[src/rtl/booth_wallace_mult_pipe.sv]
// Pipelined radix-4 Booth / Wallace-tree multiplier (S1 recode+PP, S2 CSA tree, S3 CPA), valid/ready on both sides.
// Optional BWM_ACCUMULATE_EN adds in_acc: out_p = product + (acc ? previous out_p : 0).
module booth_wallace_mult_pipe #(
    parameter int WIDTH = 16
) (
    input  logic               clk,
    input  logic               rst,
    input  logic               in_valid,
    output logic               in_ready,
    input  logic               in_signed,
    input  logic [WIDTH-1:0]   in_x,
    input  logic [WIDTH-1:0]   in_y,
`ifdef BWM_ACCUMULATE_EN
    input  logic               in_acc,
`endif
    output logic               out_valid,
    input  logic               out_ready,
    output logic [2*WIDTH-1:0] out_p
);
    localparam int P   = 2 * WIDTH;
    localparam int EW  = WIDTH + 2;
    localparam int NPP = WIDTH / 2 + 1;
    localparam int NR  = NPP + 1;      // partial products plus one row of hot bits
    localparam int NA  = NR + 2;       // padding so the 3:2 grouping never indexes past the end

    logic [3:1] vld_pipe;
    logic       advance;

    assign advance   = !vld_pipe[3] | out_ready;
    assign in_ready  = advance;
    assign out_valid = vld_pipe[3];

    // ---------------- S1: Booth recode and partial products ----------------
    logic [EW-1:0] xe, ye;
    logic [EW:0]   xb;
    logic [P-1:0]  ys, mag;
    logic [2:0]    trip;
    logic          neg;
    logic [P-1:0]  pp_d [NR];
    logic [P-1:0]  pp_q [NR];

    always_comb begin
        xe   = {{2{in_signed & in_x[WIDTH-1]}}, in_x};
        ye   = {{2{in_signed & in_y[WIDTH-1]}}, in_y};
        xb   = {xe, 1'b0};
        ys   = {{(P-EW){ye[EW-1]}}, ye};
        trip = '0;
        mag  = '0;
        neg  = 1'b0;
        pp_d = '{default: '0};
        for (int i = 0; i < NPP; i++) begin
            trip = xb[2*i+2 -: 3];
            case (trip)
                3'b001, 3'b010, 3'b101, 3'b110: mag = ys;
                3'b011, 3'b100:                 mag = ys << 1;
                default:                        mag = '0;
            endcase
            // 111 is a zero digit; treat it as +0 so it needs no hot bit
            neg = trip[2] & ~(trip[1] & trip[0]);
            pp_d[i]          = (neg ? ~mag : mag) << (2 * i);
            pp_d[NR-1][2*i]  = neg;
        end
    end

    // ---------------- S2: Wallace 3:2 reduction to two rows ----------------
    logic [P-1:0] lvl [NA];
    logic [P-1:0] nxt [NA];
    logic [P-1:0] sum_d, car_d, sum_q, car_q;
    int           n, m;

    always_comb begin
        lvl = '{default: '0};
        nxt = '{default: '0};
        for (int r = 0; r < NR; r++) lvl[r] = pp_q[r];
        n = NR;
        m = 0;
        for (int lv = 0; lv < NR; lv++) begin
            if (n > 2) begin
                nxt = '{default: '0};
                m   = 0;
                for (int g = 0; g < NA / 3; g++) begin
                    if (3*g + 2 < n) begin
                        nxt[m]   = lvl[3*g] ^ lvl[3*g+1] ^ lvl[3*g+2];
                        nxt[m+1] = ((lvl[3*g] & lvl[3*g+1]) | (lvl[3*g] & lvl[3*g+2]) |
                                    (lvl[3*g+1] & lvl[3*g+2])) << 1;
                        m = m + 2;
                    end else if (3*g < n) begin
                        nxt[m] = lvl[3*g];
                        m = m + 1;
                        if (3*g + 1 < n) begin
                            nxt[m] = lvl[3*g+1];
                            m = m + 1;
                        end
                    end
                end
                lvl = nxt;
                n   = m;
            end
        end
        sum_d = lvl[0];
        car_d = lvl[1];
    end

    // ---------------- pipeline registers ----------------
`ifdef BWM_ACCUMULATE_EN
    logic acc1, acc2;
    always_ff @(posedge clk) begin
        if (advance) begin
            acc1 <= in_acc;
            acc2 <= acc1;
        end
    end
`endif

    always_ff @(posedge clk) begin
        if (advance) begin
            pp_q  <= pp_d;
            sum_q <= sum_d;
            car_q <= car_d;
        end
    end

    // out_p only loads on a valid op, so it doubles as the accumulator state
    always_ff @(posedge clk) begin
        if (rst) begin
            vld_pipe <= '0;
            out_p    <= '0;
        end else if (advance) begin
            vld_pipe <= {vld_pipe[2:1], in_valid};
            if (vld_pipe[2]) begin
`ifdef BWM_ACCUMULATE_EN
                out_p <= sum_q + car_q + (acc2 ? out_p : '0);
`else
                out_p <= sum_q + car_q;
`endif
            end
        end
    end
endmodule
[config.mk]
export PLATFORM = sky130hd
export DESIGN_NAME = booth_wallace_mult_pipe
export DESIGN_NICKNAME = d
export VERILOG_FILES = /design/src/rtl/booth_wallace_mult_pipe.sv
export SDC_FILE = /design/constraint.sdc
export NUM_CORES = 1
export LEC_CHECK = 0
export ABC_AREA = 1
export ABC_CLOCK_PERIOD_IN_PS = 17600
export CAP_MARGIN = 40
export CORE_ASPECT_RATIO = 0.8
export CORE_MARGIN = 2
export CORE_UTILIZATION = 60
export DETAILED_ROUTE_END_ITERATION = 7
export PLACE_DENSITY_LB_ADDON = 0.08
export SYNTH_ARGS = -nofsm -noshare
export SYNTH_HDL_FRONTEND = slang
export SYNTH_SLANG_ARGS = --single-unit
[constraint.sdc]
create_clock -name clk -period 17.6 [get_ports clk]
set_clock_uncertainty 0.05 [all_clocks]
set_input_delay 4.4 -clock clk [delete_from_list [all_inputs] [get_ports clk]]
set_output_delay 4.4 -clock clk [all_outputs]
set_load 0.005 [all_outputs]
# Word-level counts from Yosys, hierarchy flattened

Cells that the tools add are included.

Register bits after elaboration: 323
Input port bits: 37
Output and inout bits: 34
Word-level logic and storage cells: 195

Add/subtract/negate cells: 1
Eq/ne operators: 51
Muxes and demuxes: 18
Bitwise operators: 92
Reduce and logical (&&, ||, !) cells: 19

Operators by type and width:

| kind                                                                   | count |
|---|---|
| 31-bit bitwise AND                                                     | 22 |
| 31-bit bitwise OR                                                      | 16 |
| 32-bit bitwise XOR                                                     | 15 |
| 3-bit equality test (second input constant)                            | 24 |
| 32-bit case mux with 2 select lines                                    | 1 |
| 31-bit by 17-bit bitwise AND with 31-bit output                        | 2 |
| 30-bit case mux with 2 select lines                                    | 1 |
| 28-bit case mux with 2 select lines                                    | 1 |
| 26-bit case mux with 2 select lines                                    | 1 |
| 3-bit by 2-bit equality test with 1-bit output (second input constant) | 16 |
| 24-bit case mux with 2 select lines                                    | 1 |
| 22-bit case mux with 2 select lines                                    | 1 |
| 20-bit case mux with 2 select lines                                    | 1 |
| 18-bit case mux with 2 select lines                                    | 1 |
| 32-bit adder                                                           | 1 |
| 32-bit 2-to-1 mux                                                      | 1 |
| 32-bit inverter                                                        | 1 |
| 16-bit case mux with 2 select lines                                    | 1 |
| 4-bit OR reduction                                                     | 8 |
| 32-bit by 17-bit bitwise XOR with 32-bit output                        | 1 |
| 30-bit 2-to-1 mux                                                      | 1 |
| 30-bit inverter                                                        | 1 |
| 28-bit 2-to-1 mux                                                      | 1 |
| 28-bit inverter                                                        | 1 |
| other kinds (21)                                                       | 61 |

# Depth between registers and ports, before layout

Gate-level depths: netlist of the first run.

Depth after elaboration: 15
Mapped depth: 13
Mapped depth without buffers: 13

# Least setup slack after synthesis of the first run

Ideal clock, no wire load.

Path kind: in2out
From: input port out_ready
To: output port in_ready
Data arrival time: 8.967 ns
Required time: 13.150 ns
Slack: 4.183 ns
Stages on the path: 2
Buffers on the path: 0
Cell sequence: nor2_1 > inv_1

Longest elaborated chain between the ends: 1

Ends and longest elaborated chain:

| element          | line | RTL |
|---|---|---|
| start, declared  | 17   | `input logic out_ready,` |
| 1-bit bitwise OR | 29   | `assign advance = !vld_pipe[3] \| out_ready;` |
| end, declared    | 9    | `output logic in_ready,` |

No other way between the ends.

# Worst setup path in the final report of the first run

Same ends and word-level chain as after synthesis.

==> impl_metrics.json, run 1 <==
{
  "power_density_mw_per_mm2": 171,
  "period_minus_slack_ps": 10850,
  "die_y_um": 156,
  "clk_pin_slew_worst_paths_ps": 60,
  "clk_latency_ps": 570,
  "numPortBuffers": 70,
  "cts-htree-levels": 1,
  "rows": 55,
  "max_freq_ghz": 0.0921,
  "setup_viol": 0,
  "stdcell_count": 2116,
  "grt_pass1_vias": 11500,
  "clockRootBuffer": "clkbuf_16",
  "fp.dieArea_mm2": 0.0302,
  "wirelength_mm": 39.6,
  "rr_endpoint": "sum_q[31]",
  "core_area_mm2": 0.0284,
  "drive_above_1_share": 0.0596,
  "yosysWarnings": 0,
  "ir_worst_vdd_mv": 0.101,
  "worst_pin_slew_ps": 927,
  "postSynthCellCount": 1674,
  "fillers": 2209,
  "final-hold-violation-count": 0,
  "crit_type": "in -> out",
  "cts_setup_buffers": 0,
  "synth_edf_count": 229,
  "cp_slowest_cell": "clkdlybuf4s50_1",
  "drcViolationCount": 0,
  "cp_top_family": "buffers and inverters",
  "final_cell_mix": "inv_1, edfxtp_1, nand2_1",
  "grt_remaining_overflow": 0,
  "hp-class": "reg -> reg",
  "hpwl_mm": 28.6,
  "drt_pre_antenna_iters": 5,
  "max_slew_margin": 0.382,
  "reg2regPathDepth": 9,
  "layout.cells.most_common": "inv_1",
  "cp_common_cell": "clkdlybuf4s50_1",
  "num_antenna_cells": 0,
  "synth-seq-area-share": 0.438,
  "p_leak_uw": 0.00892,
  "viasPerCell": 5.41,
  "syn_area_per_cell_um2": 10.3,
  "hold_end": "sum_q[1]",
  "die_w_um": 194,
  "grt_max_degree": 89,
  "max_cap_viol_count": 0,
  "cpPeakStageDelay_ps": 590,
  "r2r_setup_slack_ps": 13880,
  "antenna_found_initial": 0,
  "cts_buffer_depth": 3,
  "ant_nets": 0,
  "hold_depth": 0,
  "cp_cell_sequence": "clkdlybuf4s50_1 -> nor2_1 -> inv_8 -> clkdlybuf4s50_1",
  "startpoint_type": "input port",
  "reg2reg_from": "pp_q[318]",
  "post-route-period-util": 0.617,
  "path_max_fanout": 88,
  "timing.critical_path.required_ps": 13150,
  "ctsResizeCount": 0,
  "ios": 71,
  "wire_per_inst_um": 18.7,
  "synthArstFlopShare": 0,
  "cts_tree": "done",
  "worst_slack_ps": 6750,
  "area_growth_pct": 10.9,
  "worstHoldStart": "pp_q[289]",
  "setup-tns-final_ps": 0,
  "routabilityCongestion": 0.889,
  "ys_ff_latch": 264,
  "critPathCaptureType": "primary output",
  "final_max_slew_viol_count": 0,
  "start_util": 0.611,
  "postCtsHoldBufs": 0,
  "yosysUniqueCellTypes": 39,
  "fin_nets": 1974,
  "place_inst": 2067,
  "grtUsageTotal": 0.268,
  "syn_nets": 1922,
  "crit_buf_inv": 3,
  "cts_made_buffers": 27,
  "status": "finished, final reports clean",
  "place_ws_ps": 6800,
  "drtIter0Drc": 960,
  "critPathArrivalTime_ps": 6400,
  "syn_area_mm2": 0.0173,
  "synth_ff_type": "edfxtp_1",
  "clock_sinks": 264,
  "rsz0062_at_grt": "false",
  "grt_pass1_wl_mm": 62.1,
  "vias": 11400
}
-- kinds of logic after synthesis --
logic type	Yosys count	synth area share
AOI/OAI and AO/OA	200	0.0706
xor gates and xnor gates	153	0.0774
adders and majority gates	211	0.211
buffers and inverters	402	0.0917
DFF	264	0.438
other	1	0.000217
and+or+nand+nor	443	0.111
-- metal layers --
layer	global-route usage	up-vias	share of wire
met5	0	-	0
met4	0.0837	0	0.031
met2	0.416	501	0.44
met1	0.389	5384	0.44
li1	-	5484	-
met3	0.0478	72	0.088
-- power by group --
group	internal (uW)	switching (uW)
clock network	341	242
registers	959	52.5
logic	683	999
total	1980	1290
-- area by class of cell --
cell class | instances | area [um^2] | share of cell area
clock buffers | 30 | 687 | 0.0358
inverters | 348 | 1310 | 0.0684
multi-input cells | 1008 | 8150 | 0.425
clock inverters | 19 | 219 | 0.0114
repair buffers | 77 | 788 | 0.0411
well taps | 370 | 463 | 0.0241
flip-flops and latches | 264 | 7580 | 0.395
-- worst max-delay path by stage --
stage,cells after the start,slack (ps),end,from
floorplan,2,4180,in_ready,out_ready
global placement,4,6800,in_ready,out_ready
detailed placement,4,6800,in_ready,out_ready
CTS,4,6800,in_ready,out_ready
global route,4,6670,in_ready,out_ready
finish,4,6750,in_ready,out_ready
-- synth_stat cells (2+ instances only) --
master / number / area share
buf_2: 18 / 0.0052
o21ai_1: 8 / 0.0023
inv_2: 10 / 0.0022
buf_4: 11 / 0.0048
dfxtp_1: 35 / 0.040
xor2_1: 139 / 0.070
nand3_2: 2 / 0.0012
nor3_1: 3 / 0.00087
inv_1: 322 / 0.070
clkbuf_1: 18 / 0.0039
o21ai_0: 17 / 0.0049
buf_1: 5 / 0.0011
a21oi_1: 28 / 0.0081
a21oi_2: 2 / 0.0010
clkinv_1: 16 / 0.0035
o21bai_1: 5 / 0.0022
ha_1: 76 / 0.055
nand4_1: 9 / 0.0033
a21o_1: 2 / 0.00087
nand2_2: 9 / 0.0033
nand2_1: 217 / 0.047
buf_6: 2 / 0.0013
nor2_1: 139 / 0.030
nand3_1: 38 / 0.011
fa_1: 135 / 0.16
o22ai_1: 127 / 0.046
o21ai_2: 8 / 0.0040
a211oi_1: 3 / 0.0013
xnor2_1: 14 / 0.0071
edfxtp_1: 229 / 0.40
nor2_4: 13 / 0.0085
nor2_2: 7 / 0.0025
-- registers in the layout, summed over array words and instances (netlist names) --
register  count
pp_q        169
out_p        32
sum_q        32
car_q        28
vld_pipe      3
-- metrics by stage --
step                utilization  hold WS, ps  cell area (um^2)  power, uW
finish                    0.677          390             19200       3280
global route              0.677          420             19200       3640
CTS                       0.677          389             19200       3310
detailed placement        0.645          374             18300       2720
global placement          0.643          359             18200       2640
floorplan                     -          350             17300       2240
No activity file was read; power rests on OpenSTA's default activity.
==> inputs of run 2 (changes only) <==
- ABC_CLOCK_PERIOD_IN_PS: 17600 -> 11000
- clock period: 17.6 -> 11 ns (I/O delays scaled with it)
==> run 2 against run 1 <==
Sequential power up 60%. Die area stayed put. Non-clock buffer count shrank 3. Via count hardly changed. Critical path depth did not move. Setup slack got worse by 3200 ps. Clock power rose by 54%. Sequential share of layout area rose by 0.14 points. Final area is 0.35% lower. Cell count hardly changed. Clock-buffer cell count increased by 7.
==> impl_metrics.json, run 2 (synthesis gave the netlist of run 1 again) <==
{
  "post-route-util": 0.675,
  "setup_viol": 0,
  "wirelength_mm": 39.0,
  "place_inst": 2064,
  "clk_latency_ps": 590,
  "worst_pin_slew_ps": 880,
  "wire_per_inst_um": 18.4,
  "drtIter0Drc": 884,
  "fp.dieArea_mm2": 0.0302,
  "numPortBuffers": 70,
  "max_slew_margin": 0.413,
  "status": "finished, final reports clean",
  "ctsResizeCount": 0,
  "grt_remaining_overflow": 0,
  "cp_cell_sequence": "clkdlybuf4s50_1 -> nor2_1 -> inv_8 -> clkdlybuf4s50_1",
  "crit_type": "in -> out",
  "top_register": "pp_q",
  "final_cell_mix": "inv_1, edfxtp_1, nand2_1",
  "hp-class": "reg -> reg",
  "drcViolationCount": 0,
  "num_antenna_cells": 0,
  "antenna_found_initial": 0,
  "ios": 71,
  "die_y_um": 156,
  "startpoint_type": "input port",
  "routabilityCongestion": 0.874,
  "area_growth_pct": 10.5,
  "power_density_mw_per_mm2": 271,
  "vias": 11400,
  "core_area_mm2": 0.0284,
  "cp_common_cell": "clkdlybuf4s50_1",
  "period_minus_slack_ps": 7500,
  "clockRootBuffer": "clkbuf_16",
  "p_leak_uw": 0.00889,
  "hpwl_mm": 27.9,
  "stdcell_count": 2115,
  "largest_reg_flops": 169,
  "final-hold-violation-count": 0,
  "ant_nets": 0,
  "cts-htree-levels": 1,
  "grt_pass1_vias": 11300,
  "postCtsHoldBufs": 0,
  "ir_worst_vdd_mv": 0.150,
  "hold_ws_ps": 378,
  "grt_pass1_wl_mm": 61.2,
  "viasPerCell": 5.41,
  "reg_top3": "pp_q (169), out_p (32), sum_q (32)",
  "max_freq_ghz": 0.133,
  "timing.critical_path.required_ps": 8200,
  "drt_pre_antenna_iters": 5,
  "start_util": 0.611,
  "grt_max_degree": 158,
  "cp_slowest_cell": "clkdlybuf4s50_1",
  "fin_nets": 1972,
  "grtUsageTotal": 0.263,
  "cts_setup_buffers": 0,
  "layout.cells.most_common": "inv_1",
  "power_uw": 5190,
  "clk_pin_slew_worst_paths_ps": 60,
  "final_max_slew_viol_count": 0,
  "critPathCaptureType": "primary output",
  "setup-tns-final_ps": 0,
  "rows": 55,
  "path_max_fanout": 76,
  "rsz0062_at_grt": "false",
  "cpPeakStageDelay_ps": 560,
  "die_w_um": 194,
  "cts_made_buffers": 28,
  "max_cap_viol_count": 0,
  "cts_tree": "done",
  "cts_buffer_depth": 3,
  "critPathArrivalTime_ps": 4700,
  "post-route-period-util": 0.682,
  "drive_above_1_share": 0.0579,
  "clock_sinks": 264
}
[run 2: changes by cell type in the layout (fill, tap and decap cells not counted), sizes merged]
| cell | previous run | this run |
|---|---|---|
| clkinv | 27 | 28 |
| buf | 7 | 4 |
| bufinv | 4 | 1 |
| inv | 333 | 332 |
| clkbuf | 30 | 37 |
| clkinvlp | 3 | 1 |
[run 2: path summary, 6_finish.rpt]
check	slack, ps	startpoint	cells past startpoint	end
worst max-delay path	3500	out_ready	4	in_ready
worst min-delay path	380	pp_q[289]	0	sum_q[1]
worst max register to register	7300	pp_q[318]	9	sum_q[31]
worst min register to register	380	pp_q[289]	0	sum_q[1]
[run 2: worst max-delay path, delay by kind of cell]
family / cells / cell delay (ps)
buf+inv: 3 / 1300
simple gates: 1 / 540
[run 2: power breakdown]
group	internal, uW	leakage [uW]	switching, uW
clock network	501	0.000424	398
logic	1090	0.00570	1590
registers	1530	0.00277	84.2
total	3120	0.00889	2070
[run 2: through the flow]
stage	worst slack (ps)	cell area, um^2
2_1_floorplan	883	17300
3_3_place_gp	3570	18200
3_5_place_dp	3530	18300
4_1_cts	3530	19100
5_1_grt	3380	19100
6_report	3500	19100
[run 2: layout make-up]
cell class                      count  area, um^2
Fill cell                        2252        9220
Multi-Input combinational cell   1008        8150
Sequential cell                   264        7580
Inverter                          348        1310
Timing Repair Buffer               74         763
Clock buffer                       37         746
Tap cell                          370         463
Clock inverter                     14         118
[run 2: metal layers]
| metal | global-route usage | vias up | share of wire |
|---|---|---|---|
| met2 | 0.401 | 491 | 0.43 |
| met5 | 0 | - | 0 |
| li1 | - | 5482 | - |
| met3 | 0.0480 | 71 | 0.090 |
| met4 | 0.0869 | 0 | 0.031 |
| met1 | 0.387 | 5404 | 0.45 |
==> inputs of run 3 (changes only) <==
- ABC_CLOCK_PERIOD_IN_PS: 11000 -> 6500
- CORE_UTILIZATION: 60 -> 56
- clock period: 11 -> 6.5 ns (I/O delays scaled with it)
==> run 3 against run 2 <==
Power increased by 77%. Critical endpoint unchanged. Clock power increased by 90%. Via count rose by 1.1%. Worst hold slack better by 5.4 ps. Largest cell class unchanged. Combinational power rose by 77%.
==> impl_metrics.json, run 3 (synthesis gave the netlist of run 1 again) <==
{
  "num_antenna_cells": 0,
  "max_slew_margin": 0.321,
  "p_sw_frac": 0.401,
  "worstHoldStart": "pp_q[289]",
  "power_density_mw_per_mm2": 474,
  "reg2regPathDepth": 9,
  "rsz0062_at_grt": "false",
  "final_cell_mix": "inv_1, edfxtp_1, nand2_1",
  "core_area_mm2": 0.0304,
  "wire_per_inst_um": 19.1,
  "final-hold-violation-count": 0,
  "cts_made_buffers": 29,
  "clk_pin_slew_worst_paths_ps": 60,
  "clock_sinks": 264,
  "worst_slack_ps": 1420,
  "cts_setup_buffers": 0,
  "clk_latency_ps": 580,
  "cp_slowest_cell": "clkdlybuf4s50_1",
  "viasPerCell": 5.35,
  "cpPeakStageDelay_ps": 720,
  "hold_depth": 0,
  "hold_ws_ps": 383,
  "path_max_fanout": 5,
  "vias": 11600,
  "clockRootBuffer": "clkbuf_16",
  "wirelength_mm": 41.3,
  "grt_pass1_wl_mm": 65.4,
  "cts_tree": "done",
  "drcViolationCount": 0,
  "start_util": 0.570,
  "cp_cell_sequence": "clkdlybuf4s50_1 -> nor2_1 -> clkinvlp_4 -> clkdlybuf4s50_1",
  "p_sw_uw": 3670,
  "antenna_found_initial": 1,
  "critPathCaptureType": "primary output",
  "post-route-period-util": 0.782,
  "hp-class": "reg -> reg",
  "timing.critical_path.required_ps": 4830,
  "layout.cells.most_common": "inv_1",
  "ctsResizeCount": 0,
  "drt_pre_antenna_iters": 6,
  "setup_viol": 0,
  "fillers": 2504,
  "hold_end": "sum_q[1]",
  "stdcell_count": 2165,
  "startpoint_type": "input port",
  "die_w_um": 201,
  "grt_pass1_vias": 11600,
  "hpwl_mm": 29.2,
  "worst_pin_slew_ps": 1020,
  "numPortBuffers": 70,
  "rr_endpoint": "sum_q[31]",
  "area_growth_pct": 11.9,
  "multi_input_area_mm2": 0.00815,
  "grt_max_degree": 71,
  "pwr-share-seq": 0.299,
  "grtUsageTotal": 0.263,
  "seq_area_mm2": 0.00758,
  "drtIter0Drc": 1117,
  "postCtsHoldBufs": 0,
  "place_ws_ps": 1410,
  "die_y_um": 161,
  "place_inst": 2112,
  "comb_power_share": 0.515,
  "final_max_slew_viol_count": 0,
  "largest_reg_flops": 169,
  "ant_nets": 0,
  "cp_common_cell": "clkdlybuf4s50_1",
  "drive_above_1_share": 0.0616,
  "top_register": "pp_q",
  "power_frac_clock": 0.186,
  "period_minus_slack_ps": 5080,
  "post-route-util": 0.637,
  "reg_top3": "pp_q (169), out_p (32), sum_q (32)",
  "ios": 71,
  "max_cap_viol_count": 0,
  "crit_type": "in -> out",
  "cts-htree-levels": 1,
  "rows": 57,
  "fin_nets": 1978,
  "p_leak_uw": 0.00898,
  "cts_buffer_depth": 3,
  "max_freq_ghz": 0.197,
  "setup-tns-final_ps": 0,
  "critPathArrivalTime_ps": 3410,
  "ir_worst_vdd_mv": 0.271,
  "status": "finished, final reports clean",
  "fp.dieArea_mm2": 0.0323,
  "r2r_setup_slack_ps": 2500,
  "reg2reg_from": "pp_q[286]",
  "grt_remaining_overflow": 0,
  "routabilityCongestion": 0.884,
  "internal-power_uw": 5500
}
==> run 3: cell count changes in the layout (fill, tap and decap cells not counted), sizes merged <==
cell / previous run / this run
clkinv: 28 / 31
buf: 4 / 9
bufinv: 1 / 5
clkinvlp: 1 / 2
clkbuf: 37 / 31
==> run 3: layout make-up <==
type | count | area share
timing repair buffer | 79 | 0.0432
clock buffer | 31 | 0.0379
tap | 413 | 0.0267
multi-input combinational | 1008 | 0.421
sequential | 264 | 0.391
inverter | 348 | 0.0676
clock inverter | 22 | 0.0125
==> run 3: power by group through the flow <==
stage / Sequential (uW) / Combinational, uW / Clock (uW)
2_1_floorplan: 2740 / 3310 / 0
3_3_place_gp: 2770 / 4540 / 0
3_5_place_dp: 2780 / 4720 / 0
4_1_cts: 2750 / 4770 / 1730
5_1_grt: 2790 / 5580 / 1800
6_report: 2750 / 4720 / 1710
==> run 3: critical path: cells and delay by family <==
kind / cells / cell delay (ps)
and+or+nand+nor: 1 / 440
buffers and inverters: 3 / 1330
==> run 3: worst max-delay path by stage <==
stage / from / to / slack (ps) / depth (start not counted)
6_report: out_ready / in_ready / 1420 / 4
5_1_grt: out_ready / in_ready / 1300 / 4
4_1_cts: out_ready / in_ready / 1390 / 4
3_5_place_dp: out_ready / in_ready / 1410 / 4
3_3_place_gp: out_ready / pp_q[61] / 1110 / 6
2_1_floorplan: out_ready / in_ready / 200 / 2
==> run 3: per-layer routing <==
metal	part of all wire	global-route usage	up-vias	wire length [um]
li1	-	-	5486	-
met1	0.43	0.379	5490	18000
met2	0.44	0.412	524	18400
met3	0.092	0.0442	79	3790
met4	0.030	0.0862	0	1230
met5	0	0	-	0
==> run 3: per-stage QoR <==
stage	total power [uW]	area, um^2
2_1_floorplan	6050	17300
3_3_place_gp	7320	18300
3_5_place_dp	7500	18400
4_1_cts	9240	19400
5_1_grt	10200	19400
6_report	9170	19400
